File: src/rtl/pwm_capture_if.sv
// PWM capture bus: enable and raw line in, published measurement out.
interface pwm_capture_if #(
  parameter int CNT_W = 10
);
  logic             en;
  logic             pwm_in;
  logic [CNT_W-1:0] duty;
  logic [CNT_W:0]   period;
  logic             valid;
  logic             stuck;
  logic             stuck_level;

  modport master (
    output en, pwm_in,
    input  duty, period, valid, stuck, stuck_level
  );

  modport slave (
    input  en, pwm_in,
    output duty, period, valid, stuck, stuck_level
  );
endinterface

File: src/rtl/pwm_capture.sv
// PWM decoder: synchronizes the line, measures high/low phase lengths in clk
// cycles and publishes duty/period per period, or a stuck report on timeout.
module pwm_capture #(
  parameter int CNT_W   = 10,
  parameter int TIMEOUT = 1000
) (
  input  logic         clk,
  input  logic         rst,
  pwm_capture_if.slave bus
);

  typedef enum logic [2:0] {
    S_IDLE  = 3'd0,
    S_ARM   = 3'd1,
    S_HIGH  = 3'd2,
    S_LOW   = 3'd3,
    S_STUCK = 3'd4
  } state_e;

  localparam logic [CNT_W-1:0] TMO = CNT_W'(TIMEOUT);
  localparam logic [CNT_W-1:0] ONE = CNT_W'(1);

  state_e           state_q, state_d;
  logic             s1_q, s1_d, s2_q, s2_d, prev_q, prev_d;
  logic [CNT_W-1:0] run_q, run_d;
  logic [CNT_W-1:0] high_q, high_d;
  logic [CNT_W-1:0] low_q, low_d;
  logic [CNT_W-1:0] duty_q, duty_d;
  logic [CNT_W:0]   period_q, period_d;
  logic             valid_q, valid_d;
  logic             stuck_q, stuck_d;
  logic             sl_q, sl_d;

  logic rise, fall, any_edge, at_lim, tmo;

  assign rise     = s2_q & ~prev_q;
  assign fall     = ~s2_q & prev_q;
  assign any_edge = rise | fall;

  // Phase counter that governs the timeout in the current state.
  always_comb begin
    at_lim = 1'b0;
    case (state_q)
      S_IDLE, S_ARM: at_lim = (run_q == TMO);
      S_HIGH:        at_lim = (high_q == TMO);
      S_LOW:         at_lim = (low_q == TMO);
      default:       at_lim = 1'b0;
    endcase
  end

  // An edge in the same cycle always beats the timeout.
  assign tmo = ~any_edge & at_lim &
               (((state_q == S_IDLE) & s2_q) | (state_q == S_ARM) |
                (state_q == S_HIGH) | (state_q == S_LOW));

  // Synchronizer stage inputs
  always_comb begin
    s1_d   = bus.pwm_in;
    s2_d   = s1_q;
    prev_d = s2_q;
  end

  // State register and all datapath flops
  always_ff @(posedge clk) begin
    if (rst) begin
      state_q  <= S_IDLE;
      s1_q     <= 1'b0;
      s2_q     <= 1'b0;
      prev_q   <= 1'b0;
      run_q    <= '0;
      high_q   <= '0;
      low_q    <= '0;
      duty_q   <= '0;
      period_q <= '0;
      valid_q  <= 1'b0;
      stuck_q  <= 1'b0;
      sl_q     <= 1'b0;
    end else begin
      state_q  <= state_d;
      s1_q     <= s1_d;
      s2_q     <= s2_d;
      prev_q   <= prev_d;
      run_q    <= run_d;
      high_q   <= high_d;
      low_q    <= low_d;
      duty_q   <= duty_d;
      period_q <= period_d;
      valid_q  <= valid_d;
      stuck_q  <= stuck_d;
      sl_q     <= sl_d;
    end
  end

  // Next-state logic
  always_comb begin
    state_d = state_q;
    if (!bus.en) begin
      state_d = S_IDLE;
    end else begin
      case (state_q)
        S_IDLE: begin
          if (tmo)        state_d = S_STUCK;
          else if (!s2_q) state_d = S_ARM;
        end
        S_ARM: begin
          if (rise)      state_d = S_HIGH;
          else if (tmo)  state_d = S_STUCK;
        end
        S_HIGH: begin
          if (fall)      state_d = S_LOW;
          else if (tmo)  state_d = S_STUCK;
        end
        S_LOW: begin
          if (rise)      state_d = S_HIGH;
          else if (tmo)  state_d = S_STUCK;
        end
        S_STUCK: begin
          if (rise)      state_d = S_HIGH;
          else if (fall) state_d = S_ARM;
        end
        default:         state_d = S_IDLE;
      endcase
    end
  end

  // Counters and published outputs
  always_comb begin
    run_d    = run_q;
    high_d   = high_q;
    low_d    = low_q;
    duty_d   = duty_q;
    period_d = period_q;
    stuck_d  = stuck_q;
    sl_d     = sl_q;
    valid_d  = 1'b0;
    if (!bus.en) begin
      run_d   = '0;
      high_d  = '0;
      low_d   = '0;
      stuck_d = 1'b0;
    end else if (tmo) begin
      duty_d   = '0;
      period_d = '0;
      stuck_d  = 1'b1;
      valid_d  = 1'b1;
      sl_d     = (state_q == S_IDLE) || (state_q == S_HIGH);
    end else begin
      case (state_q)
        S_IDLE, S_ARM: begin
          if ((state_q == S_ARM) && rise) begin
            high_d = ONE;
            low_d  = '0;
          end else begin
            run_d = any_edge ? ONE : run_q + ONE;
          end
        end
        S_HIGH: begin
          if (fall) low_d  = ONE;
          else      high_d = high_q + ONE;
        end
        S_LOW: begin
          if (rise) begin
            duty_d   = high_q;
            period_d = {1'b0, high_q} + {1'b0, low_q};
            stuck_d  = 1'b0;
            valid_d  = 1'b1;
            high_d   = ONE;
            low_d    = '0;
          end else begin
            low_d = low_q + ONE;
          end
        end
        S_STUCK: begin
          // Re-entering HIGH from a stuck line skips the partial period.
          if (rise) begin
            high_d = ONE;
            low_d  = '0;
          end else if (fall) begin
            run_d = ONE;
          end
        end
        default: ;
      endcase
    end
  end

  assign bus.duty        = duty_q;
  assign bus.period      = period_q;
  assign bus.valid       = valid_q;
  assign bus.stuck       = stuck_q;
  assign bus.stuck_level = sl_q;

endmodule
File: src/flat_wrapper.sv
// flat-port wrapper written by rule: the top's interface ports become plain ports
module pwm_capture_flat 
#(
  parameter int CNT_W   = 10,
  parameter int TIMEOUT = 1000
)
  (clk, rst, bus_en, bus_pwm_in, bus_duty, bus_period, bus_valid, bus_stuck, bus_stuck_level);
  pwm_capture_if #(.CNT_W(CNT_W)) bus_i ();
  input  logic clk;
  input  logic rst;
  input wire logic [$bits(bus_i.en)-1:0] bus_en;
  input wire logic [$bits(bus_i.pwm_in)-1:0] bus_pwm_in;
  output wire logic [$bits(bus_i.duty)-1:0] bus_duty;
  output wire logic [$bits(bus_i.period)-1:0] bus_period;
  output wire logic [$bits(bus_i.valid)-1:0] bus_valid;
  output wire logic [$bits(bus_i.stuck)-1:0] bus_stuck;
  output wire logic [$bits(bus_i.stuck_level)-1:0] bus_stuck_level;
  assign bus_i.en = bus_en;
  assign bus_i.pwm_in = bus_pwm_in;
  assign bus_duty = bus_i.duty;
  assign bus_period = bus_i.period;
  assign bus_valid = bus_i.valid;
  assign bus_stuck = bus_i.stuck;
  assign bus_stuck_level = bus_i.stuck_level;
  pwm_capture #(.CNT_W(CNT_W), .TIMEOUT(TIMEOUT)) u_core (.clk(clk), .rst(rst), .bus(bus_i));
endmodule
File: config.mk
export PLATFORM = sky130hd
export DESIGN_NAME = pwm_capture_flat
export DESIGN_NICKNAME = d
export VERILOG_FILES = /design/src/rtl/pwm_capture_if.sv /design/src/rtl/pwm_capture.sv /design/src/flat_wrapper.sv
export SDC_FILE = /design/constraint.sdc
export NUM_CORES = 1
export LEC_CHECK = 0
export BUFFER_PORTS_ARGS = -buffer_cell sky130_fd_sc_hd__buf_4
export CAP_MARGIN = 20
export CORE_MARGIN = 5
export CORE_UTILIZATION = 55
export DETAILED_ROUTE_END_ITERATION = 8
export PLACE_DENSITY_LB_ADDON = 0.12
export SKIP_CTS_REPAIR_TIMING = 1
export SLEW_MARGIN = 20
export SYNTH_ARGS = -nofsm -noshare
export SYNTH_HDL_FRONTEND = slang
export SYNTH_SLANG_ARGS = --single-unit
File: constraint.sdc
create_clock -name clk -period 2.5 [get_ports clk]
set_input_delay 0.25 -clock clk [delete_from_list [all_inputs] [get_ports clk]]
set_output_delay 0.25 -clock clk [all_outputs]
set_load 0.005 [all_outputs]
==> results of run 1 <==
-- through the flow --
stage | hold slack [ns] | area, um2 | instances | power (W)
after floorplan | 0.317 | 3210 | 375 | 0.00103
after global placement | 0.449 | 3570 | 475 | 0.00106
after detailed placement | 0.448 | 3570 | 475 | 0.00106
after CTS | 0.127 | 3790 | 491 | 0.00202
after global routing | 0.128 | 3790 | 491 | 0.00209
final | 0.128 | 3790 | 491 | 0.00200
-- kinds of logic after synthesis --
group,after synthesis,share of synthesized area
AOI/OAI and AO/OA,117,0.253
DFF,60,0.374
and+or+nand+nor,140,0.229
adders and majority gates,16,0.0647
xor gates and xnor gates,14,0.0382
buffers and inverters,28,0.0409
-- per-layer routing --
metal	global-route usage	part of all wire	vias up
met1	0.286	0.47	1426
met3	0.0646	0.066	17
li1	-	-	1477
met5	0	0	-
met4	0.0779	0.016	0
met2	0.365	0.45	94
-- where the power goes --
group / switching [W] / internal (W)
clock: 0.000382 / 0.000583
sequential: 0.00000580 / 0.000961
combinational: 0.0000474 / 0.0000245
total: 0.000435 / 0.00157
-- synthesized netlist by cell type (4+ instances only) --
library cell,count,share of area
dfxtp_1,60,0.37
nor2_1,38,0.044
a21oi_1,33,0.051
nand2_1,29,0.034
a22o_1,20,0.055
nand3_1,16,0.025
ha_1,15,0.058
o31ai_1,13,0.030
clkbuf_1,11,0.013
o21ai_0,11,0.017
and3_1,10,0.019
xor2_1,9,0.025
inv_1,7,0.0082
a31oi_1,6,0.012
buf_2,6,0.0094
nor2b_1,6,0.012
o21ai_1,6,0.0094
or3_1,5,0.0097
xnor2_1,5,0.014
nand3b_1,4,0.0094
nand4_1,4,0.0078
o211ai_1,4,0.0094
or4_1,4,0.0094
-- final cells by class --
class | count | area share
multi-input cells | 287 | 0.500
flip-flops and latches | 60 | 0.317
repair buffers | 48 | 0.0950
clock buffers | 11 | 0.0373
well taps | 72 | 0.0237
clock inverters | 5 | 0.0198
inverters | 8 | 0.00791
-- sequential cells by signal, summed over array words and instances, names as in the netlist --
name,flops
u_core.run_q,10
u_core.s1_q,1
u_core.bus.valid,1
u_core.bus.duty,10
u_core.prev_q,1
u_core.low_q,10
u_core.bus.stuck_level,1
u_core.prev_d,1
u_core.high_q,10
u_core.bus.stuck,1
u_core.state_q,3
u_core.bus.period,11
-- critical path, cell delays in order (launching register included) --
cell	delay, ns
dfxtp_1	0.45
clkinv_1	0.21
or4_4	0.61
a32oi_4	0.26
buf_4	0.17
a311oi_2	0.09
buf_4	0.22
a22o_1	0.26
-- path summary, 6_finish.rpt --
check | startpoint | end | slack (ns)
setup / recovery | u_core.state_q[0]$_SDFFE_PP0P_ | u_core.bus.period[7]$_SDFFE_PP0P_ | 0.11
hold / removal | bus_pwm_in | u_core.s1_q$_SDFF_PP0_ | 0.13
setup reg to reg | u_core.state_q[0]$_SDFFE_PP0P_ | u_core.bus.period[7]$_SDFFE_PP0P_ | 0.11
hold reg to reg | u_core.bus.stuck_level$_SDFFE_PP0P_ | u_core.bus.stuck_level$_SDFFE_PP0P_ | 0.46
==> flow_metrics.py, run 1 <==
metrics = {
    "floorplanning": {
        "rows": 27,
        "die_w_um": 86.4,
        "die_y_um": 86.4,
        "initial_core_util": 0.576,
        "die_area_um2": 7460,
        "io-pin-count": 28,
        "core_area_um2": 5570,
    },
    "synthesis": {
        "syn_nets": 395,
        "yosysSeqAreaShare": 0.374,
        "ys.flop_type": "dfxtp_1",
        "synth.cell_area_um2": 3210,
        "synth_edf_count": 0,
        "syn_avg_cell_area_um2": 8.56,
        "async_reset_ff_frac": 0,
        "ys_types": 61,
        "netlist_instances": 375,
        "synth_seq_cells": 60,
        "synth_warnings": 0,
    },
    "timing": {
        "slew_violations": 0,
        "setup_violations": 0,
        "relSlewSlack": 0.455,
        "hold_viol": 0,
        "fin_tns_setup_ns": 0,
        "finalCritPeriodShare": 0.957,
        "skew_ns": 0.00697,
        "rsz0062_at_grt": "false",
        "worst_pin_slew_ns": 0.815,
        "fmax_ghz": 0.418,
        "setup_slack_ns": 0.108,
        "timing.final.crit_period_ns": 2.39,
    },
    "global_routing": {
        "grt_usage": 0.225,
        "gr-total-overflow": 0,
        "grt_max_degree": 27,
        "grt_first_pass_wirelength_mm": 13.4,
        "antenna_found_initial": 0,
        "grt_pass1_vias": 2807,
    },
    "pwr": {
        "p_leak_nw": 1.54,
        "ir_drop_v": 0.000451,
        "powerDensity_nw_per_um2": 528,
    },
    "placement": {
        "dp_worst_setup_slack_ns": 0.102,
        "dp_hpwl_mm": 5.72,
        "gp_congestion": 0.935,
        "portBuffers": 27,
    },
    "critical_path": {
        "path_max_fanout": 20,
        "arrival_ns": 2.63,
        "cp-start-kind": "flip-flop",
        "worstSetupPathType": "flip-flop to flip-flop",
        "worstSetupEndpointType": "flip-flop",
        "cp.required_ns": 2.74,
        "r2r_cells": 7,
    },
    "clocking": {
        "clk_latency_ns": 0.35,
        "clockBufferDepth": 2,
        "cts_sinks": 60,
        "cts_tree": "done",
        "cts_root_buf": "clkbuf_8",
        "cts_inserted_buffers": 9,
        "cts-htree-levels": 3,
        "path_clk_slew_ns": 0.07,
    },
    "route": {
        "wl_per_cell_um": 16.1,
        "drc_errors": 0,
        "vias": 3014,
        "drtIter0Drc": 218,
        "vias_per_cell": 6.14,
        "antenna_left": 0,
        "drt-total-wl_mm": 7.91,
        "drt_pass1_iterations": 4,
    },
    "worst_hold_path": {
        "min_path_type": "primary input to flip-flop",
        "hold_depth": 2,
    },
    "cells_and_area": {
        "diodes": 0,
        "drive_gt1_frac": 0.174,
        "seq_area_um2": 1200,
        "final_common_cell": "dfxtp_1",
        "area_delta_synth_final_pct": 18.2,
        "utilization": 0.681,
        "multiInputGateArea_um2": 1900,
        "layout.nets": 434,
        "mostFrequentLayoutCells": "dfxtp_1 (59), buf_4 (48), nor2_1 (38)",
        "fillers": 444,
    },
    "flow_run": {
        "cap_viol_max_count": 0,
    },
    "status": {
        "status": "finished clean",
    },
}
(Power assumes the default switching activity.)
==> inputs of run 2 (changes only) <==
--- a/config.mk
+++ b/config.mk
@@ -7,7 +7,9 @@
 export LEC_CHECK = 0
-export BUFFER_PORTS_ARGS = -buffer_cell sky130_fd_sc_hd__buf_4
 export CAP_MARGIN = 20
+export CELL_PAD_IN_SITES_DETAIL_PLACEMENT = 1
+export CELL_PAD_IN_SITES_GLOBAL_PLACEMENT = 2
 export CORE_MARGIN = 5
-export CORE_UTILIZATION = 55
+export CORE_UTILIZATION = 39
 export DETAILED_ROUTE_END_ITERATION = 8
+export DONT_BUFFER_PORTS = 1
 export PLACE_DENSITY_LB_ADDON = 0.12
--- a/constraint.sdc
+++ b/constraint.sdc
@@ -3,2 +3,2 @@
 set_output_delay 0.25 -clock clk [all_outputs]
-set_load 0.005 [all_outputs]
+set_load 0.01 [all_outputs]
==> flow_metrics.py, run 2 (synthesized netlist as in run 1, its figures left out) <==
metrics = {
    "route": {
        "antenna_left": 0,
        "vias_per_cell": 5.72,
        "vias": 2883,
        "drt-total-wl_mm": 9.47,
        "wl_per_cell_um": 18.8,
        "drc_errors": 0,
        "drt_pass1_iterations": 4,
        "drtIter0Drc": 121,
    },
    "pwr": {
        "total_power_w": 0.00206,
        "clkPwrFrac": 0.497,
        "internal_power_w": 0.00160,
        "p_sw_frac": 0.222,
        "power.switching_w": 0.000457,
        "pwr-share-comb": 0.033,
        "ir_drop_v": 0.000197,
        "p_leak_nw": 1.43,
        "seqPwrFrac": 0.469,
        "powerDensity_nw_per_um2": 555,
    },
    "global_routing": {
        "grt_max_degree": 21,
        "antenna_found_initial": 0,
        "grt_pass1_vias": 3030,
        "gr-total-overflow": 0,
        "grt_first_pass_wirelength_mm": 15.9,
        "grt_usage": 0.198,
    },
    "status": {
        "status": "finished clean",
    },
    "placement": {
        "dp_hpwl_mm": 6.94,
        "gp_congestion": 0.798,
        "portBuffers": 0,
        "dp_worst_setup_slack_ns": 0.0693,
        "placed_area_um2": 3450,
        "dp.cells": 487,
    },
    "timing": {
        "relSlewSlack": 0.660,
        "finalCritPeriodShare": 0.923,
        "timing.final.crit_period_ns": 2.31,
        "fin_tns_setup_ns": 0,
        "fmax_ghz": 0.434,
        "skew_ns": 0.00907,
        "setup_violations": 0,
        "setup_slack_ns": 0.193,
        "worst_pin_slew_ns": 0.505,
        "rsz0062_at_grt": "false",
        "slew_violations": 0,
        "hold_viol": 0,
    },
    "floorplanning": {
        "die_y_um": 101,
        "die_area_um2": 10100,
        "die_w_um": 101,
        "rows": 33,
        "io-pin-count": 28,
        "initial_core_util": 0.395,
        "core_area_um2": 8130,
    },
    "critical_path": {
        "cp-start-kind": "flip-flop",
        "critPathMostFrequentCell": "o21ai_1",
        "arrival_ns": 2.54,
        "path_max_fanout": 6,
        "cp_cell_sequence": "ha_1, o21ai_1, o21ai_1, or4_1, a221o_1, xor2_1, a211o_1",
        "max_stage_delay_ns": 0.43,
        "worstSetupEndpointType": "flip-flop",
        "cp_slowest_cell": "or4_1",
        "worstSetupPathType": "flip-flop to flip-flop",
        "path_delay_family": "compound AO/OA/AOI/OAI gates",
        "cp.required_ns": 2.73,
        "path_buf_inv": 0,
    },
    "clocking": {
        "cts_tree": "done",
        "cts_root_buf": "clkbuf_8",
        "clk_latency_ns": 0.34,
        "cts-htree-levels": 3,
        "clockBufferDepth": 2,
        "path_clk_slew_ns": 0.07,
        "cts_sinks": 60,
        "cts_inserted_buffers": 9,
    },
    "flow_run": {
        "cap_viol_max_count": 0,
    },
    "cells_and_area": {
        "fin_area_um2": 3710,
        "fin_cells": 504,
        "largest_reg_flops": 11,
        "area_delta_synth_final_pct": 15.5,
        "final_common_cell": "dfxtp_1",
        "drive_gt1_frac": 0.135,
        "mostFrequentLayoutCells": "dfxtp_1 (59), nor2_1 (38), a21oi_1 (33)",
        "layout.nets": 414,
        "fillers": 952,
        "diodes": 0,
    },
    "worst_hold_path": {
        "min_path_type": "primary input to flip-flop",
    },
}
[run 2: metrics by stage]
stage	util	hold WS, ns
3_5_place_dp	0.424	0.321
5_1_grt	0.456	0.0609
6_report	0.456	0.0615
3_3_place_gp	0.424	0.319
4_1_cts	0.453	-0.0491
2_1_floorplan	-	0.317
[run 2: path summary, 6_finish.rpt]
path	slack, ns	start	cells past startpoint	end
hold / removal	0.06	bus_en	2	u_core.bus.stuck_level$_SDFFE_PP0P_
hold reg to reg	0.45	u_core.s1_q$_SDFF_PP0_	1	u_core.prev_d$_SDFF_PP0_
setup / recovery	0.19	u_core.low_q[2]$_SDFFE_PP0P_	7	u_core.bus.period[9]$_SDFFE_PP0P_
setup reg to reg	0.19	u_core.low_q[2]$_SDFFE_PP0P_	7	u_core.bus.period[9]$_SDFFE_PP0P_
[run 2: per-layer routing]
| metal | GRT usage | vias up | wire length (um) |
|---|---|---|---|
| met5 | 0 | - | 0 |
| met4 | 0.0767 | 0 | 104 |
| met3 | 0.0346 | 8 | 239 |
| met2 | 0.320 | 34 | 4540 |
| met1 | 0.261 | 1408 | 4580 |
| li1 | - | 1433 | - |
[run 2: area by class of cell]
type	count	area [um2]	share of cell area
repair buffers	28	213	0.0574
multi-input cells	287	1900	0.511
clock buffers	11	151	0.0408
inverters	8	30.0	0.00810
well taps	105	131	0.0354
flip-flops and latches	60	1200	0.324
clock inverters	5	83.8	0.0226
[run 2: power groups by stage]
stage / Sequential (W) / Combinational (W) / Clock (W)
6_report: 0.000965 / 0.0000687 / 0.00102
3_3_place_gp: 0.000987 / 0.0000660 / 0
2_1_floorplan: 0.000985 / 0.0000470 / 0
3_5_place_dp: 0.000987 / 0.0000670 / 0
4_1_cts: 0.000965 / 0.0000676 / 0.00105
5_1_grt: 0.000966 / 0.0000767 / 0.00110
